**src/rtl/sample_log_ctrl.sv**
```systemverilog
// Circular-FIFO controller for the 16x8 sample memory: streams samples in,
// stores them through the memory pins and streams them back out in order.
module sample_log_ctrl #(
  parameter int   AW        = 4,
  parameter logic OVERWRITE = 1'b0
) (
  input  logic          clk,
  input  logic          rst_n,
  input  logic          s_valid,
  input  logic [7:0]    s_data,
  output logic          s_ready,
  output logic          m_valid,
  output logic [7:0]    m_data,
  input  logic          m_ready,
  input  logic          ovf_clr,
  output logic [AW:0]   count,
  output logic          full,
  output logic          empty,
  output logic          overflow,
  output logic [AW-1:0] mem_addr,
  output logic [7:0]    mem_wdata,
  output logic          mem_write,
  output logic          mem_read,
  input  logic [7:0]    mem_rdata
);

  localparam logic [1:0]  IDLE    = 2'd0;
  localparam logic [1:0]  WR      = 2'd1;
  localparam logic [1:0]  RD      = 2'd2;
  localparam logic [1:0]  RD_WAIT = 2'd3;
  localparam logic [AW:0] DEPTH_C = {1'b1, {AW{1'b0}}};

  logic [1:0]    state_r;
  logic [AW-1:0] wr_ptr_r;
  logic [AW-1:0] rd_ptr_r;
  logic [AW:0]   count_r;
  logic          full_r;
  logic          empty_r;
  logic          ovf_r;
  logic          last_wr_r;
  logic          m_valid_r;
  logic [7:0]    m_data_r;
  logic [AW-1:0] mem_addr_r;
  logic [7:0]    mem_wdata_r;
  logic          mem_write_r;
  logic          mem_read_r;

  logic          read_grant_s;
  logic          s_ready_s;
  logic [AW:0]   cnt_nxt_s;
  logic          ovw_s;

  // Arbitration: after a write the read side gets the next slot, so a busy input cannot starve the output.
  assign read_grant_s = (state_r == IDLE) && !m_valid_r && (count_r != '0) &&
                        (last_wr_r || !s_valid);
  assign s_ready_s    = (state_r == IDLE) && !read_grant_s &&
                        ((count_r < DEPTH_C) || OVERWRITE);

  // Occupancy bookkeeping for the pointer updates of this cycle.
  always_comb begin
    cnt_nxt_s = count_r;
    ovw_s     = 1'b0;
    case (state_r)
      WR: begin
        if (count_r != DEPTH_C) begin
          cnt_nxt_s = count_r + (AW+1)'(1);
        end else begin
          ovw_s = 1'b1;
        end
      end
      RD:      cnt_nxt_s = count_r - (AW+1)'(1);
      default: cnt_nxt_s = count_r;
    endcase
  end

  // Controller state, memory pin drivers and output register.
  always_ff @(posedge clk) begin
    if (!rst_n) begin
      state_r     <= IDLE;
      wr_ptr_r    <= '0;
      rd_ptr_r    <= '0;
      count_r     <= '0;
      full_r      <= 1'b0;
      empty_r     <= 1'b1;
      ovf_r       <= 1'b0;
      last_wr_r   <= 1'b0;
      m_valid_r   <= 1'b0;
      m_data_r    <= 8'h00;
      mem_addr_r  <= '0;
      mem_wdata_r <= 8'h00;
      mem_write_r <= 1'b0;
      mem_read_r  <= 1'b0;
    end else begin
      count_r <= cnt_nxt_s;
      full_r  <= (cnt_nxt_s == DEPTH_C);
      empty_r <= (cnt_nxt_s == '0);
      if (ovw_s) begin
        ovf_r <= 1'b1;
      end else if (ovf_clr) begin
        ovf_r <= 1'b0;
      end
      if (m_valid_r && m_ready) begin
        m_valid_r <= 1'b0;
      end
      case (state_r)
        IDLE: begin
          if (read_grant_s) begin
            state_r    <= RD;
            mem_read_r <= 1'b1;
            mem_addr_r <= rd_ptr_r;
            last_wr_r  <= 1'b0;
          end else if (s_valid && s_ready_s) begin
            state_r     <= WR;
            mem_write_r <= 1'b1;
            mem_addr_r  <= wr_ptr_r;
            mem_wdata_r <= s_data;
            last_wr_r   <= 1'b1;
          end
        end
        WR: begin
          wr_ptr_r    <= wr_ptr_r + AW'(1);
          if (ovw_s) begin
            rd_ptr_r <= rd_ptr_r + AW'(1);
          end
          mem_write_r <= 1'b0;
          state_r     <= IDLE;
        end
        RD: begin
          rd_ptr_r   <= rd_ptr_r + AW'(1);
          mem_read_r <= 1'b0;
          state_r    <= RD_WAIT;
        end
        RD_WAIT: begin
          m_data_r    <= mem_rdata;
          m_valid_r   <= 1'b1;
          mem_read_r  <= 1'b0;
          mem_write_r <= 1'b0;
          state_r     <= IDLE;
        end
        default: begin
          mem_read_r  <= 1'b0;
          mem_write_r <= 1'b0;
          state_r     <= IDLE;
        end
      endcase
    end
  end

  assign s_ready   = s_ready_s;
  assign m_valid   = m_valid_r;
  assign m_data    = m_data_r;
  assign count     = count_r;
  assign full      = full_r;
  assign empty     = empty_r;
  assign overflow  = ovf_r;
  assign mem_addr  = mem_addr_r;
  assign mem_wdata = mem_wdata_r;
  assign mem_write = mem_write_r;
  assign mem_read  = mem_read_r;

endmodule

```
**config.mk**
```make
export PLATFORM = sky130hd
export DESIGN_NAME = sample_log_ctrl
export DESIGN_NICKNAME = d
export VERILOG_FILES = /design/src/rtl/sample_log_ctrl.sv
export SDC_FILE = /design/constraint.sdc
export NUM_CORES = 1
export LEC_CHECK = 0
export CELL_PAD_IN_SITES_DETAIL_PLACEMENT = 1
export CELL_PAD_IN_SITES_GLOBAL_PLACEMENT = 1
export CORE_MARGIN = 2
export CORE_UTILIZATION = 35
export CTS_CLUSTER_SIZE = 30
export DETAILED_ROUTE_END_ITERATION = 16
export PLACE_DENSITY = 0.81
export SLEW_MARGIN = 25
export SYNTH_ARGS = -nofsm -noshare
export SYNTH_HDL_FRONTEND = slang
export SYNTH_SLANG_ARGS = --single-unit
```
**constraint.sdc**
```tcl
create_clock -name clk -period 2.3 [get_ports clk]
set_input_delay 0.575 -clock clk [delete_from_list [all_inputs] [get_ports clk]]
set_output_delay 0.575 -clock clk [all_outputs]
set_load 0.03 [all_outputs]
```
### Word-level counts from Yosys, hierarchy flattened

Index checks and enable logic that the tools add are counted.

| word-level totals | value |
|---|---|
| register bits after elaboration | 42 |
| bits of input ports | 21 |
| output and inout port bits | 32 |

| cells by class | value |
|---|---|
| add/subtract/negate cells | 4 |
| order comparisons | 1 |
| eq/ne operators | 10 |
| muxes and demuxes | 21 |
| bitwise operators | 1 |
| reductions and logical operators | 27 |

Operators by type and width:

| operator | number |
|---|---|
| $mux W4 | 3 |
| $reduce_bool A2 Y1 | 6 |
| $mux W1 | 10 |
| $pmux W5 S2 | 1 |
| $add A4 B1 Y4 const B | 2 |
| $pmux W4 S2 | 1 |
| $logic_and A1 B1 Y1 | 7 |
| $ne A2 B2 Y1 const B | 3 |
| $pmux W2 S3 | 1 |
| $reduce_and A2 Y1 | 3 |
| $reduce_and A3 Y1 | 2 |
| $add A5 B1 Y5 const B | 1 |
| $eq A5 B5 Y1 const B | 1 |
| $logic_not A5 Y1 | 1 |
| $lt A5 B5 Y1 const B | 1 |
| $mux W5 | 1 |
| $ne A5 B5 Y1 const B | 1 |
| $reduce_bool A5 Y1 | 1 |
| $sub A5 B1 Y5 const B | 1 |
| $eq A2 B2 Y1 const B | 2 |
| $mux W2 | 2 |
| $pmux W1 S2 | 2 |
| $reduce_or A2 Y1 | 2 |
| $logic_not A1 Y1 | 3 |
| 6 further kinds | 6 |

### Depth between registers and ports, before layout

Gate-level depths: netlist of the first run.

| logic depth | value |
|---|---|
| depth after elaboration | 11 |
| mapped depth | 8 |

### Least setup slack after synthesis of the first run

Ideal clock, no wire load.

| path | value |
|---|---|
| kind | register to output |
| from | register count_r[0], in the netlist count[0] |
| to | output s_ready |
| arrival | 1.939 ns |
| slack | -0.214 ns |
| stages on the path, launching flop included | 7 |
| path through | dfxtp_1 -> inv_1 -> ha_1 -> nor4b_1 -> or4b_4 -> nand2_1 -> nor2_1 |

| between the ends | value |
|---|---|
| longest elaborated chain between the ends | 6 |
| elaborated cells between the ends (all ways) | 7 |
| those cells by class | order compare: 1; reduce/logical: 6 |

Ends and longest elaborated chain:

| what | RTL line | source |
|---|---|---|
| from (decl) | 36 | `logic [AW:0] count_r;` |
| from (signal assigned) | 94 | `count_r <= cnt_nxt_s;` |
| branches (longest 5 deep; another with $lt A5 B5 Y1) | n/a |  |
| $logic_and A1 B1 Y1 (*) | 56 | `assign s_ready_s = (state_r == IDLE) && !read_grant_s &&` |
| to (decl) | 11 | `output logic s_ready,` |

Mark *: on every way between the ends.

### Worst setup path in the final report of the first run

Same ends and word-level chain as after synthesis.

==> results of run 1 <==
## registers in the layout (all words and copies together), names as in the netlist
signal / flops
overflow: 1
mem_read: 1
mem_addr: 4
count: 5
empty: 1
state_r: 2
wr_ptr_r: 4
m_valid: 1
m_data: 8
full: 1
rd_ptr_r: 4
last_wr_r: 1
mem_write: 1
mem_wdata: 8
## layer usage
| layer | up-vias | track usage [%] | wire length [microns] |
|---|---|---|---|
| li1 | 877 | - | - |
| met1 | 859 | 23.0 | 2460 |
| met2 | 54 | 28.6 | 2430 |
| met3 | 11 | 4.41 | 290 |
| met4 | 0 | 8.45 | 102 |
| met5 | - | 0 | 0 |
## stage by stage
step | util (%) | cells | setup TNS, ns | setup slack, ns
CTS | 52.0 | 355 | -0.0540 | -0.0540
finish | 52.3 | 356 | 0 | 0.00128
global route | 52.3 | 356 | -0.0565 | -0.0565
global placement | 49.6 | 347 | -0.687 | -0.622
floorplan | - | 211 | 0 | 0.0771
detailed placement | 49.6 | 347 | -0.789 | -0.637
## Yosys cell counts, types with 2 or more instances
master and number:
mux2i_1 26, buf_2 2, nand3_1 2, a221oi_1 2
a211oi_1 5, nand2_1 7, o21ai_0 8, a21oi_1 6
dfxtp_1 42, xnor2_1 2, nand4_1 2, nor2b_1 5
nor3b_1 3, and3b_1 2, xor2_1 4, clkbuf_1 3
buf_1 3, o211a_1 2, nor3_1 2, ha_1 9
and3_1 2, buf_4 2, inv_1 8, nor2_1 37
and2_1 3
## power by group
part / switching, mW / internal [mW] / leakage [nW]
clock: 0.280 / 0.219 / 0.0447
sequential: 0.0868 / 0.869 / 0.343
combinational: 0.913 / 0.831 / 0.825
total: 1.28 / 1.92 / 1.21
## cell families (layout without fill, tap and decap cells)
group                      count (synthesis)  after routing
muxes                                     27             27
DFF                                       42             42
AOI/OAI and AO/OA                         34             34
xor gates and xnor gates                   6              6
and+or+nand+nor                           73             73
buffers and inverters                     20             93
adders and majority gates                  9              9
## worst max-delay path, stage by stage, from the launching register on
cell	delay, ns
dfxtp_4	0.35
inv_2	0.04
ha_4	0.15
nor4b_4	0.13
or4b_4	0.49
nand2_2	0.09
nor2_2	0.04
buf_6	0.13
## final cells by class
| cell class | instances | share of cell area (%) |
|---|---|---|
| timing repair buffer | 76 | 24.8 |
| tap | 72 | 3.13 |
| clock buffer | 5 | 2.39 |
| clock inverter | 3 | 0.870 |
| inverter | 9 | 1.17 |
| sequential | 42 | 29.4 |
| multi-input combinational | 149 | 38.2 |
## worst min path at each step
stage	start	endpoint	slack [ns]
after floorplan	last_wr_r	last_wr_r	0.45
after global placement	last_wr_r	last_wr_r	0.47
after detailed placement	last_wr_r	last_wr_r	0.48
after CTS	mem_wdata[0]	mem_wdata[0]	0.52
after global routing	mem_write	mem_write	0.53
final	mem_wdata[0]	mem_wdata[0]	0.51
## what timing repair did
item	in CTS	in global routing
pin swaps	3	2
resized for setup	17	3
cloned	0	0
setup buffers	1	1
setup endpoints to repair	1	3
==> results.md, run 1 <==
* Final-report max-slew violation count at 0
* Reg2Reg Setup Slack at around 0.23 ns
* Layout cells sized above 1 at a little under a fifth
* Adder-cell share of the synthesized area at 5.66%
* Syn nets at ~240
* Clk sinks at between 40 and 50
* Chip height at approximately 80 microns
* Worst vdd ir at 0.462 mV
* Syn Std Cell Area at around 0.0020 sq mm
* Outcome: finished clean
* Placed cell area at 0.00273 sq mm
* Crit path time final at roughly 2.3 ns
* Dpl hpwl at between 3000 and 4000 microns
* Clock Tree Root: clkbuf_8
* Post-synthesis mux area share at ~14%
* Drt first-iter violations at 50
* EDFF count, synth at 0
* Cells after Synth at about 210
* Power Total at roughly 3.2 mW
* Post-synth top area share at a little over two fifths
* Synth Area in Compound Gates at between 10% and 20%
* Drt drc at 0
* Synth area leaders: dfxtp_1 42%, mux2i_1 13%, nor2_1 7.0%, ha_1 5.7%, o21ai_0 2.0%
* PD cells at 1110 mW/mm^2
* Max-cap violations at 0
* Worst setup EP type: output pin
* Mean Syn Cell Area at around 9.4 sq um
* Routability cong. at 0.818
* P_leak at around 1.2 nW
* Drt via density at ~5.1
* P&R area growth vs syn at 44.7%
* Data required, critical path at 1.73 ns
* Reg2Reg Capture Point: empty
* RSZ-0062 raised after global routing: yes
* Die X-Extent at between 70 and 80 microns
* Hold-fix buffers, CTS at 0
* Sequential area share after synthesis at 42.3%
* Simple-gate area share of the yosys netlist at between 10% and 20%
* Vias in the first global route at 1940
* Largest family of logic cells by synthesized area: simple AND/OR/NAND/NOR gates
* Netlist cell types at 47
* IO Port Bufs at 52
* XOR/XNOR Fraction of Synth Area at between 2 and 3%
* Clock tree buffer depth at 2
* Slew HR at between 60% and 70%
* Storage element area at roughly 850 sq um
* HP Class: flip-flop to flip-flop
* Crit Path Class: flip-flop to output pin
* Multi-input logic area at roughly 0.0011 sq mm
* Hold path depth at 2
* CP startpoint: count[0]
* Worst Skew at approximately 0.0082 ns
* Number of diodes at 0
* Htree depth at 2
* Worst-Margin Slew at ~0.58 ns
* CTS clk-pin slew, worst paths at about 0.090 ns
* Arrival @ worst endpoint at 1.72 ns
* Num rows at 27
* Final hold slack at between 0.5 and 0.6 ns
* Post-DRT Antenna Nets at 0
* Crit path to: s_ready
* Core Region at between 0.005 and 0.006 sq mm
* Final setup viols at 0
* R2R Path Start: state_r[0]
* CP startpoint kind: flip-flop
* CP max FO at 2
* FF-to-FF path depth at 8
* Via count of the routed design at around 1.8k
* Nets at about 310
* Largest net degree at the start of global routing at 35
* Most common cell after layout, fill and taps aside: clkdlybuf4s50_1
* CTS tree: built
* Initial antenna violation count at 0
* Final Instance Area at between 0.002 and 0.003 sq mm
* Die area at 0.00630 sq mm
* Detailed Route WL at roughly 5300 microns
* WL per Instance at approximately 15 microns
* Yosys warning total at 0
* GRT Total Usage at 18.0%
* Num CTS Buffers at 5
* Ys flop type: dfxtp_1
* # IOs at 53
* First-pass GRT wire length at 8950 microns
* Fmax at 435 MHz
* Leading area contributor after synthesis: dfxtp_1
* Most frequent cells in the layout: 50 x clkdlybuf4s50_1, 40 x dfxtp_1, 36 x nor2_1
* Final hold vios at 0
* Fillers at 621
* Final Cycle Share at 99.9%
* Skew-Pair Late Insertion Delay at 0.30 ns
* Synth Register Bits at between 40 and 50
* Initial Util at between 30% and 40%
* Asr flop ratio synth at 0%
* First-pass iteration count of the detailed router at 4
* Total gr overflow at 0
Note: power is estimated with default switching activity, not from simulation.
==> run 2: changes to the inputs <==
Settings changed: CORE_UTILIZATION 35 to 36, PLACE_DENSITY 0.81 to 0.83, RECOVER_POWER from default to 25.
==> run 2 against run 1 <==
The run now ends with setup timing left; wire length shrank 3.4%; highest routed layer unchanged; worst setup slack lost 0.024 ns; final area shrank 0.26%; combinational power shrank 3%; clock skew is essentially flat; power grew 1.3%; maximum frequency shrank 1.0%; register-to-register slack lost 0.04 ns; sequential cell count is the same; sequential share of layout area grew 0.077 points.
==> results.md, run 2 (synthesis gave the netlist of run 1 again) <==
* Worst hold endpoint: last_wr_r
* Final hold vios at 0 (unchanged)
* Post-Layout Cell Count at 355 (-0.28%)
* GR peak layer: met2
* Data required, critical path at 1.73 ns (about the same)
* Drt via density at 4.98 (-1.6%)
* GR Util met1 at 20.7% (-2.3 points)
* Slowest cell on crit path: or4b_4
* CTS clk-pin slew, worst paths at 0.09 ns (about the same)
* Routability cong. at 0.789 (-3.4%)
* Worst slack at placement at -0.688 ns (-0.0503 ns)
* Final hold slack at 0.498 ns (-0.00816 ns)
* Power Internal at 2.00 mW (+4.4%)
* IO Port Bufs at 52 (unchanged)
* Critical path, cell by cell: inv_4 > ha_4 > nor4b_4 > or4b_4 > nand2_4 > nor2_2 > buf_6
* Final Cycle Share at 101% (+1.0 points)
* HP Class: flip-flop to flip-flop
* Drt first-iter violations at 61 (+22%)
* Worst vdd ir at 0.590 mV (+28%)
* Failing checks: setup timing
* Final-report max-slew violation count at 0 (unchanged)
* Sw Share at 38.2% (-1.8 points)
* Number of diodes at 0 (unchanged)
* Total gr overflow at 0 (unchanged)
* Most frequent cells in the layout: 49 x clkdlybuf4s50_1, 40 x dfxtp_1, 36 x nor2_1
* Outcome: finished with violations
* Initial antenna violation count at 0 (unchanged)
* Worst hold start: last_wr_r
* GRT Total Usage at 18.1% (+0.031 points)
* Clock network fraction of total power at 18.3% (+2.7 points)
* Crit Path Class: flip-flop to output pin
* Post-DRT Antenna Nets at 0 (unchanged)
* Crit path time final at 2.32 ns (+0.0236 ns)
* Die X-Extent at 78.3 microns (-1.3%)
* Via count of the routed design at 1768 (-1.8%)
* Detailed Route WL at 5110 microns (-3.4%)
* Fillers at 615 (-0.97%)
* FF-to-FF path depth at 8 (unchanged)
* Placed insts at 347 (unchanged)
* Final setup TNS at -0.0223 ns (-0.0223 ns)
* Layout cells sized above 1 at 17.0% (-1.3 points)
* Core Region at 0.00541 sq mm (-1.8%)
* Skew-Pair Late Insertion Delay at 0.30 ns (about the same)
* P&R area growth vs syn at 44.4%
* Worst-Margin Slew at 1.13 ns (+0.546 ns)
* PD cells at 1130 mW/mm^2 (+1.6%)
* Vias in the first global route at 1901 (-2.0%)
* Arrival @ worst endpoint at 1.75 ns (+0.03 ns)
* Finished Core Util at 53.1% (+0.84 points)
* Worst setup EP type: output pin
* M3 GR Usage at 6.44% (+2.0 points)
* Met2 usage at 31.4% (+2.7 points)
* CP top delay family: simple AND/OR/NAND/NOR gates
* Htree depth at 2 (unchanged)
* Placed cell area at 0.00272 sq mm (-0.46%)
* P_leak at 1.21 nW (+0.22%)
* Initial Util at 36.8% (+0.68 points)
* Reg power frac at 29.6% (-0.3 points)
* First-pass GRT wire length at 8810 microns (-1.5%)
* Hold path depth at 2 (unchanged)
* Chip height at 78.3 microns (-1.3%)
* Num CTS Buffers at 5 (unchanged)
* Clock Tree Root: clkbuf_8
* Final Instance Area at 0.00287 sq mm (-0.26%)
* Worst Skew at 0.00867 ns (+0.000429 ns)
* CP startpoint kind: flip-flop
* Clock tree buffer depth at 2 (unchanged)
* First-pass iteration count of the detailed router at 4 (unchanged)
* Most common cell after layout, fill and taps aside: clkdlybuf4s50_1
* Max-cap violations at 0 (unchanged)
* Power Total at 3.24 mW (+1.3%)
* Num rows at 27 (unchanged)
* Die area at 0.00613 sq mm (-2.6%)
* Reg2Reg Setup Slack at 0.19 ns (-0.04 ns)
* R2R Path Start: state_r[0]
* Clk sinks at 42 (unchanged)
* # IOs at 53 (unchanged)
* Slew HR at 24.8% (-36 points)
* Hold-fix buffers, CTS at 0 (unchanged)
* CP max FO at 2 (unchanged)
* Final setup viols at 1 (+1)
* Drt drc at 0 (unchanged)
* Largest net degree at the start of global routing at 38 (+8.6%)
* Switching power at 1.24 mW (-3.3%)
* Final setup margin at -0.0223 ns (-0.0236 ns)
* Dpl hpwl at 3850 microns (+0.66%)
* WL per Instance at 14.4 microns (-3.1%)
* Gate power share at 52.2% (-2.3 points)
* Worst path max stage delay at 0.54 ns (+0.05 ns)
* CTS tree: built
* Fmax at 431 MHz (-1.0%)
* Nets at 312 (-0.32%)
* RSZ-0062 raised after global routing: yes
* Reg2Reg Capture Point: full
* CP bufs+invs at 2 (unchanged)
run 2: layout make-up:
| cell class | count | area (sq um) | share of cell area [%] |
|---|---|---|---|
| multi-input combinational | 149 | 1090 | 38.1 |
| sequential | 42 | 846 | 29.5 |
| timing repair buffer | 75 | 693 | 24.1 |
| tap | 72 | 90.1 | 3.14 |
| clock buffer | 5 | 68.8 | 2.40 |
| clock inverter | 3 | 43.8 | 1.53 |
| inverter | 9 | 36.3 | 1.26 |
run 2: power by group through the flow:
stage,sequential [mW],clock (mW),combinational (mW)
3_3_place_gp,0.959,0,1.60
2_1_floorplan,1.18,0,0.781
3_5_place_dp,0.967,0,1.64
5_1_grt,0.974,0.640,1.85
4_1_cts,0.960,0.611,1.71
6_report,0.959,0.592,1.69
run 2: worst register-to-register path, stage by stage, from the launching register on:
cell and delay, ns:
dfxtp_1 0.34, inv_1 0.06, buf_4 0.13, ha_1 0.29, and3b_1 0.25, a221oi_1 0.28, o32ai_1 0.18, nor3_1 0.27
nor3b_1 0.22
run 2: timing repair:
item / CTS / global route
endpoints found under the setup margin: 1 / 1
resized for setup: 18 / 0
setup buffers: 1 / 0
endpoints found under the hold margin: 0 / 0
pin swaps: 3 / 1
run 2: worst max-delay path by stage:
stage	end	cells after the start	startpoint	slack (ns)
6_report	s_ready	7	count[0]	-0.02
3_5_place_dp	s_ready	6	s_valid	-0.69
3_3_place_gp	s_ready	6	s_valid	-0.63
4_1_cts	s_ready	7	count[0]	-0.06
5_1_grt	s_ready	7	count[0]	-0.08
2_1_floorplan	s_ready	6	count[0]	0.08
run 2: routing by layer:
layer | share of wire (%) | wire [microns]
met1 | 43 | 2210
met2 | 49 | 2500
met3 | 6.7 | 340
met4 | 1.1 | 55
met5 | 0 | 0
==> run 3: changes to the inputs <==
Settings changed: CORE_MARGIN 2 to default.
==> run 3 against run 2 <==
The flow still finishes with violations (setup timing); sequential cell count is the same; worst setup slack worse by 0.0070 ns; combinational power is 4% higher; clock skew about the same; hold slack improved by 0.0062 ns; cell count fell by 0.56%; clock-buffer cell count rose by 2.
==> results.md, run 3 (synthesis gave the netlist of run 1 again) <==
* Outcome: finished with violations
* Failing checks: setup timing
* Worst Skew at 0.00913 ns (+0.000461 ns)
* Chip height at 76.3 microns (-2.6%)
* Slew HR at 21.3% (-3.5 points)
* P_leak at 1.21 nW (-0.12%)
* Largest net degree at the start of global routing at 38 (unchanged)
* Power Total at 3.23 mW (-0.47%)
* Max-cap violations at 0 (unchanged)
* Initial Util at 38.2% (+1.4 points)
* Num CTS Buffers at 5 (unchanged)
* Final hold vios at 0 (unchanged)
* Most frequent cells in the layout: 47 x clkdlybuf4s50_1, 40 x dfxtp_1, 36 x nor2_1
* FF-to-FF path depth at 7 (-1)
* CTS clk-pin slew, worst paths at 0.08 ns (about the same)
* First-pass iteration count of the detailed router at 4 (unchanged)
* Nets at 312 (unchanged)
* Storage element area at 846 sq um (unchanged)
* Number of diodes at 0 (unchanged)
* Final setup viols at 1 (unchanged)
* CP startpoint kind: flip-flop
* Hold path depth at 2 (unchanged)
* RSZ-0062 raised after global routing: yes
* WL per Instance at 15.6 microns (+8.3%)
* Die area at 0.00582 sq mm (-5.0%)
* Final Instance Area at 0.00287 sq mm (about the same)
* Placed cell area at 0.00272 sq mm (about the same)
* HP Class: flip-flop to flip-flop
* Via count of the routed design at 1808 (+2.3%)
* Drt drc at 0 (unchanged)
* Detailed Route WL at 5500 microns (+7.7%)
* Clock Tree Root: clkbuf_8
* Dpl hpwl at 3990 microns (+3.7%)
* Vias in the first global route at 1970 (+3.6%)
* Worst vdd ir at 0.576 mV (-2.3%)
* Post-DRT Antenna Nets at 0 (unchanged)
* Final setup margin at -0.0293 ns (-0.00701 ns)
* Final setup TNS at -0.0293 ns (-0.00701 ns)
* Worst-Margin Slew at 1.18 ns (+0.0517 ns)
* IO Port Bufs at 52 (unchanged)
* Drt first-iter violations at 56 (-8.2%)
* Drt via density at 5.12 (+2.8%)
* CTS tree: built
* Initial antenna violation count at 0 (unchanged)
* Routability cong. at 0.833 (+5.5%)
* Most common cell after layout, fill and taps aside: clkdlybuf4s50_1
* CP max FO at 2 (unchanged)
* Htree depth at 2 (unchanged)
* Final Cycle Share at 101% (+0.30 points)
* Multi-input logic area at 0.00110 sq mm (+0.80%)
* Arrival @ worst endpoint at 1.75 ns (about the same)
* PD cells at 1120 mW/mm^2 (-0.42%)
* P&R area growth vs syn at 44.3% (about the same)
* Crit path time final at 2.33 ns (+0.00701 ns)
* Layout cells sized above 1 at 17.3% (+0.35 points)
* Final-report max-slew violation count at 0 (unchanged)
* GRT Total Usage at 20.4% (+2.3 points)
* Hold-fix buffers, CTS at 0 (unchanged)
* Worst setup EP type: output pin
* Data required, critical path at 1.73 ns (about the same)
* Fmax at 429 MHz (-0.30%)
* Crit Path Class: flip-flop to output pin
* Die X-Extent at 76.3 microns (-2.6%)
* First-pass GRT wire length at 9400 microns (+6.7%)
* Clk sinks at 42 (unchanged)
* # IOs at 53 (unchanged)
* Clock tree buffer depth at 2 (unchanged)
* Skew-Pair Late Insertion Delay at 0.30 ns (about the same)
* Num rows at 26 (-3.7%)
* Core Region at 0.00520 sq mm (-3.7%)
* Total gr overflow at 0 (unchanged)
* Fillers at 585 (-4.9%)
## run 3: metal layers
metal  up-vias  share of wire (%)  GRT usage, %
li1        872                  -             -
met1       872                 43          23.1
met2        54                 49          35.6
met3        10                6.1          6.71
met4         0                1.8          7.12
met5         -                  0             0
## run 3: power by group
part / internal (mW) / total [mW] / switching, mW
Combinational: 0.843 / 1.76 / 0.913
Sequential: 0.869 / 0.958 / 0.0891
Clock: 0.248 / 0.513 / 0.265
## run 3: final cells by class
cell class	instances	share of cell area, %
clock buffer	7	3.01
clock inverter	1	0.305
inverter	9	1.18
multi-input combinational	149	38.4
sequential	42	29.5
tap	70	3.05
timing repair buffer	75	24.6
## run 3: critical path, stage by stage (launching register included)
cell	delay, ns
dfxtp_4	0.35
inv_2	0.04
ha_4	0.15
nor4b_4	0.13
or4b_4	0.54
nand2_4	0.08
nor2_2	0.04
buf_6	0.13
## run 3: through the flow
stage / utilization [%] / instances / hold slack (ns) / setup WS (ns)
2_1_floorplan: - / 211 / 0.450 / 0.0771
5_1_grt: 55.1 / 353 / 0.528 / -0.0786
3_3_place_gp: 52.3 / 344 / 0.470 / -0.630
4_1_cts: 55.0 / 353 / 0.506 / -0.0587
3_5_place_dp: 52.3 / 344 / 0.485 / -0.693
6_report: 55.1 / 353 / 0.504 / -0.0293
## run 3: path summary, 6_finish.rpt
| check | endpoint | slack, ns | start |
|---|---|---|---|
| setup / recovery | s_ready | -0.03 | count[0] |
| hold / removal | m_data[2] | 0.50 | m_data[2] |
| setup reg to reg | full | 0.18 | state_r[0] |
| hold reg to reg | m_data[2] | 0.50 | m_data[2] |
## run 3: repair_timing
action	in CTS	in global routing
setup endpoints to repair	1	3
setup buffers	2	0
resized for setup	17	2
pin swaps	3	1
==> RTL edit 1 (flow settings as in run 1) <==
Make the reset (`rst_n`) asynchronous in one clocked block.
--- a/src/rtl/sample_log_ctrl.sv
+++ b/src/rtl/sample_log_ctrl.sv
@@ -74,7 +74,7 @@
   end
 
   // Controller state, memory pin drivers and output register.
-  always_ff @(posedge clk) begin
+  always_ff @(posedge clk or negedge rst_n) begin
     if (!rst_n) begin
       state_r     <= IDLE;
       wr_ptr_r    <= '0;
Behaviour: differs if rst_n is asserted again (counterexample within 4 cycles, from zero or initial values and one cycle with rst_n low); with rst_n held inactive, the same outputs for 10 cycles.
==> RTL edit 1 against run 1 <==
  * The flow now finishes with violations (negative setup slack)
  * Power increased by 48%
  * Core utilization increased by 0.55 points
  * Area after synthesis increased by 0.63%
  * Sequential cell count unchanged
  * Setup slack got worse by 9.8 ps
  * Final area increased by 1.0%
  * First-iteration DRC count decreased by 8.0%
  * Critical path type unchanged
  * Routed wire length decreased by 8.9%
==> RTL edit 1: results (changes against run 1) <==
[placement] gp weighted congestion 0.836 [was 0.818]
[synth] syn_nets 195 [was 241]
[synth] commonest cells in the synthesized netlist 41 x dfrtp_1, 19 x mux2_2, 10 x inv_1, 9 x ha_1, 9 x nand2_1 [was 42 x dfxtp_1, 37 x nor2_1, 26 x mux2i_1, 9 x ha_1]
[pwr] leakage power of the design 1.21 nW [about the same]
[run_status] failing checks negative setup slack
[final_layout] final-stage net count 270 [was 313]
[global_route] wire length of the first global-routing pass 7.73 mm [was 8.95 mm]
[sta] Worst Tran Pin Value 787 ps [was 581 ps]
[placement] half-perimeter wire length after detailed placement 3.55 mm [was 3.82 mm]
[critical_path] cell at the slowest stage of the critical path dfrtp_2 [was or4b_4]
[routing] total number of vias 1,544 [was 1,801]
[global_route] number of global-route vias before repair 1,614 [was 1,940]
[run_status] run status finished with violations [was finished, final reports clean]
[sta] Max Clock Skew 4.03 ps [was 8.24 ps]
[sta] Setup violations, final 1 [was 0]
[sta] total negative slack -8.48 ps [was 0 ps]
[critical_path] slowest cell delay on critical path 420 ps [was 490 ps]
[routing] DRC violation total after the first TritonRoute iteration 46 [was 50]
[pwr] internal power 2.78 mW [was 1.92 mW]
[pwr] Worst IR Drop VDD 0.877 mV [was 0.462 mV]
[sta] Hold Fails Final Rpt 0 [unchanged]
[global_route] global-route usage over all layers 16.0% [was 18.0%]
[final_layout] fraction of final layout cells sized beyond drive strength 1 27.4% [was 18.3%]
[synth] Yosys cell types 42 [was 47]
[placement] Placement Cell Area 0.00278 mm^2 [was 0.00273 mm^2]
[clock_tree] Max clock buf depth 2 [unchanged]
[sta] crit path setup slack, layout -8.48 ps [was 1.28 ps]
[routing] average wire per cell in the routed design 15.4 um [was 14.9 um]
[clock_tree] Root Buffer Master clkbuf_8 [unchanged]
[min_path] worst hold-check path type in2async [was reg2reg]
[synth] Seq/Total Area, Yosys 52.6% [was 42.3%]
[synth] FFs w/ async S/R, synth 100% [was 0%]
## RTL edit 1: power groups by stage
stage                     registers, mW  clock network [mW]  logic, mW
after floorplan                    1.85                   0       1.21
after global placement             1.33                   0       2.72
after detailed placement           1.36                   0       2.79
after CTS                          1.34               0.629       2.82
after global routing               1.39               0.659       3.03
final                              1.33               0.608       2.79
## RTL edit 1: worst paths after layout
path / slack [ps] / start / endpoint / cells after the start
worst min register to register: 490 / wr_ptr_r[3] / wr_ptr_r[3] / 1
worst max-delay path: -8 / count[0] / s_ready / 7
worst max register to register: 170 / count[0] / full / 8
worst min-delay path: 360 / rst_n / state_r[1] / 1
min in group clk: 490 / wr_ptr_r[3] / wr_ptr_r[3] / 1
max in group asynchronous: 1320 / rst_n / mem_wdata[6] / 2
## RTL edit 1: logic make-up (layout without fill, tap and decap cells)
logic type                 Yosys count  in the layout  synth area share [%]
buffers and inverters               17             93                  4.00
and+or+nand+nor                     37             37                  10.7
AOI/OAI and AO/OA                   29             29                  10.8
muxes                               25             25                  13.7
xor gates and xnor gates             6              6                  2.63
adders and majority gates            9              9                  5.63
DFF                                 42             42                  52.6
## RTL edit 1: what timing repair did
item | in CTS | in global routing
buffers inserted | 1 | 0
pin swaps | 2 | 0
endpoints found under the setup margin | 1 | 2
gates resized for setup | 7 | 1
hold endpoints to repair | 0 | 0
## RTL edit 1: routing by layer
| layer | vias to the layer above | track usage (%) | routed length, um |
|---|---|---|---|
| met3 | 4 | 4.86 | 323 |
| met4 | 0 | 4.66 | 44 |
| met5 | - | 0 | 0 |
| met2 | 49 | 27.6 | 2340 |
| li1 | 742 | - | - |
| met1 | 749 | 19.2 | 2110 |
## RTL edit 1: worst register-to-register path, stage by stage (launching register included)
cell	delay (ps)
dfrtp_2	420
inv_2	80
ha_4	120
buf_4	110
and4bb_4	270
and4b_1	200
a311o_1	300
or3_4	390
nor3b_2	170
## RTL edit 1: layout make-up
type / instances / area (um^2)
inverter: 10 / 37.5
tap: 72 / 90.1
timing repair buffer: 75 / 689
sequential: 42 / 1050
fill: 594 / 2600
clock inverter: 1 / 30.0
clock buffer: 7 / 86.3
multi-input combinational: 106 / 920
## RTL edit 1: through the flow
stage	setup WS (ps)	cells	util, %
global placement	-361	304	50.4
floorplan	-150	165	-
finish	-8.48	313	52.8
detailed placement	-401	304	50.4
CTS	-30.9	313	52.7
global route	-74.2	313	52.8
==> RTL edit 2 (settings of run 1) <==
Made on the original files. Set the parameter `AW` to 5 (it was 4).
--- a/src/rtl/sample_log_ctrl.sv
+++ b/src/rtl/sample_log_ctrl.sv
@@ -1,7 +1,7 @@
 // Circular-FIFO controller for the 16x8 sample memory: streams samples in,
 // stores them through the memory pins and streams them back out in order.
 module sample_log_ctrl #(
-  parameter int   AW        = 4,
+  parameter int   AW        = 5,
   parameter logic OVERWRITE = 1'b0
 ) (
   input  logic          clk,
Interface: changed (resized count and mem_addr); port bits go from 53 to 55. The function was not compared with the original's and may differ.
==> RTL edit 2 against run 1 <==
  * Routed wire length increased by 5.2%
  * Setup slack improved by 27 ps
  * Via count increased by 5.8%
  * Count of clock-buffer cells in the layout unchanged
  * Synthesized cell count increased by 11%
  * Final area increased by 2.8%
  * Critical path depth unchanged
  * Power decreased by 0.84%
  * Sequential cell count increased by 4
  * First-iteration DRC count unchanged
  * Combinational power decreased by 8%
  * Sequential share of layout area increased by 2.1 points
  * Register-to-register slack got worse by 200 ps
  * Area after synthesis increased by 8.1%
  * Critical endpoint is now empty
  * Largest cell class unchanged
==> RTL edit 2: results (changes against run 1) <==
[routing] number of vias per cell after detailed routing 5.08 [was 5.06]
[final_layout] final-layout clock-cell area share 3.13% [was 3.26%]
[global_route] largest net degree at the start of global routing 20 [was 35]
[global_route] global-route usage over all layers 17.1% [was 18.0%]
[routing] Routed met2 length 2.68 mm [was 2.43 mm]
[global_route] routing usage on met2 29.0% [was 28.6%]
[final_layout] fraction of cell area in non-clock buffers 22.6% [was 24.8%]
[critical_path] slowest cell delay on critical path 460 ps [was 490 ps]
[placement] Port-buffer cells 54 [was 52]
[final_layout] fraction of final layout cells sized beyond drive strength 1 13.3% [was 18.3%]
[clock_tree] number of buffers inserted to repair setup after CTS 0 [was 1]
[critical_path] Worst setup EP type flop [was output port]
[critical_path] CP Max Fanout 6 [was 2]
[synth] syn_nets 264 [was 241]
[critical_path] cell at the slowest stage of the critical path or3b_2 [was or4b_4]
[critical_path] Worst Setup SP state_r[1] [was count[0]]
[sta] post-route clock period utilization 98.8% [was 99.9%]
[clock_tree] clock sink count 46 [was 42]
[routing] total length of routed wires 5.56 mm [was 5.29 mm]
[final_layout] Inverters 14 [was 9]
[routing] DRT met1 WL 2.63 mm [was 2.46 mm]
[run_status] run status finished, final reports clean [unchanged]
[sta] Max Clock Skew 10.9 ps [was 8.24 ps]
[synth] commonest cells in the synthesized netlist 46 x dfxtp_1, 35 x nor2_1, 25 x mux2i_1, 15 x a21oi_1, 13 x inv_1 [was 42 x dfxtp_1, 37 x nor2_1, 26 x mux2i_1, 9 x ha_1]
[min_path] worst min-delay path endpoint mem_write [was mem_wdata[0]]
[critical_path] worst reg2reg setup slack 30 ps [was 230 ps]
## RTL edit 2: metrics by stage
stage / cell area [um^2] / hold WS, ps / instances / power [mW] / util (%)
2_1_floorplan: 2150 / 450 / 234 / 2.08 / -
3_3_place_gp: 2800 / 463 / 362 / 2.54 / 47.3
3_5_place_dp: 2800 / 475 / 362 / 2.58 / 47.3
4_1_cts: 2900 / 489 / 370 / 3.12 / 49.0
5_1_grt: 2960 / 516 / 375 / 3.38 / 50.0
6_report: 2960 / 482 / 375 / 3.17 / 50.0
## RTL edit 2: logic make-up after synthesis
group	count (synthesis)	synth area share [%]
compound gates	43	13.5
buf+inv	27	5.94
mux	25	11.6
xor+xnor	8	3.26
flops	46	42.9
fa+ha+maj	9	5.24
simple gates	76	17.6
## RTL edit 2: power by group
part,internal (mW),switching [mW]
sequential,0.944,0.112
combinational,0.703,0.899
clock,0.218,0.296
total,1.87,1.31
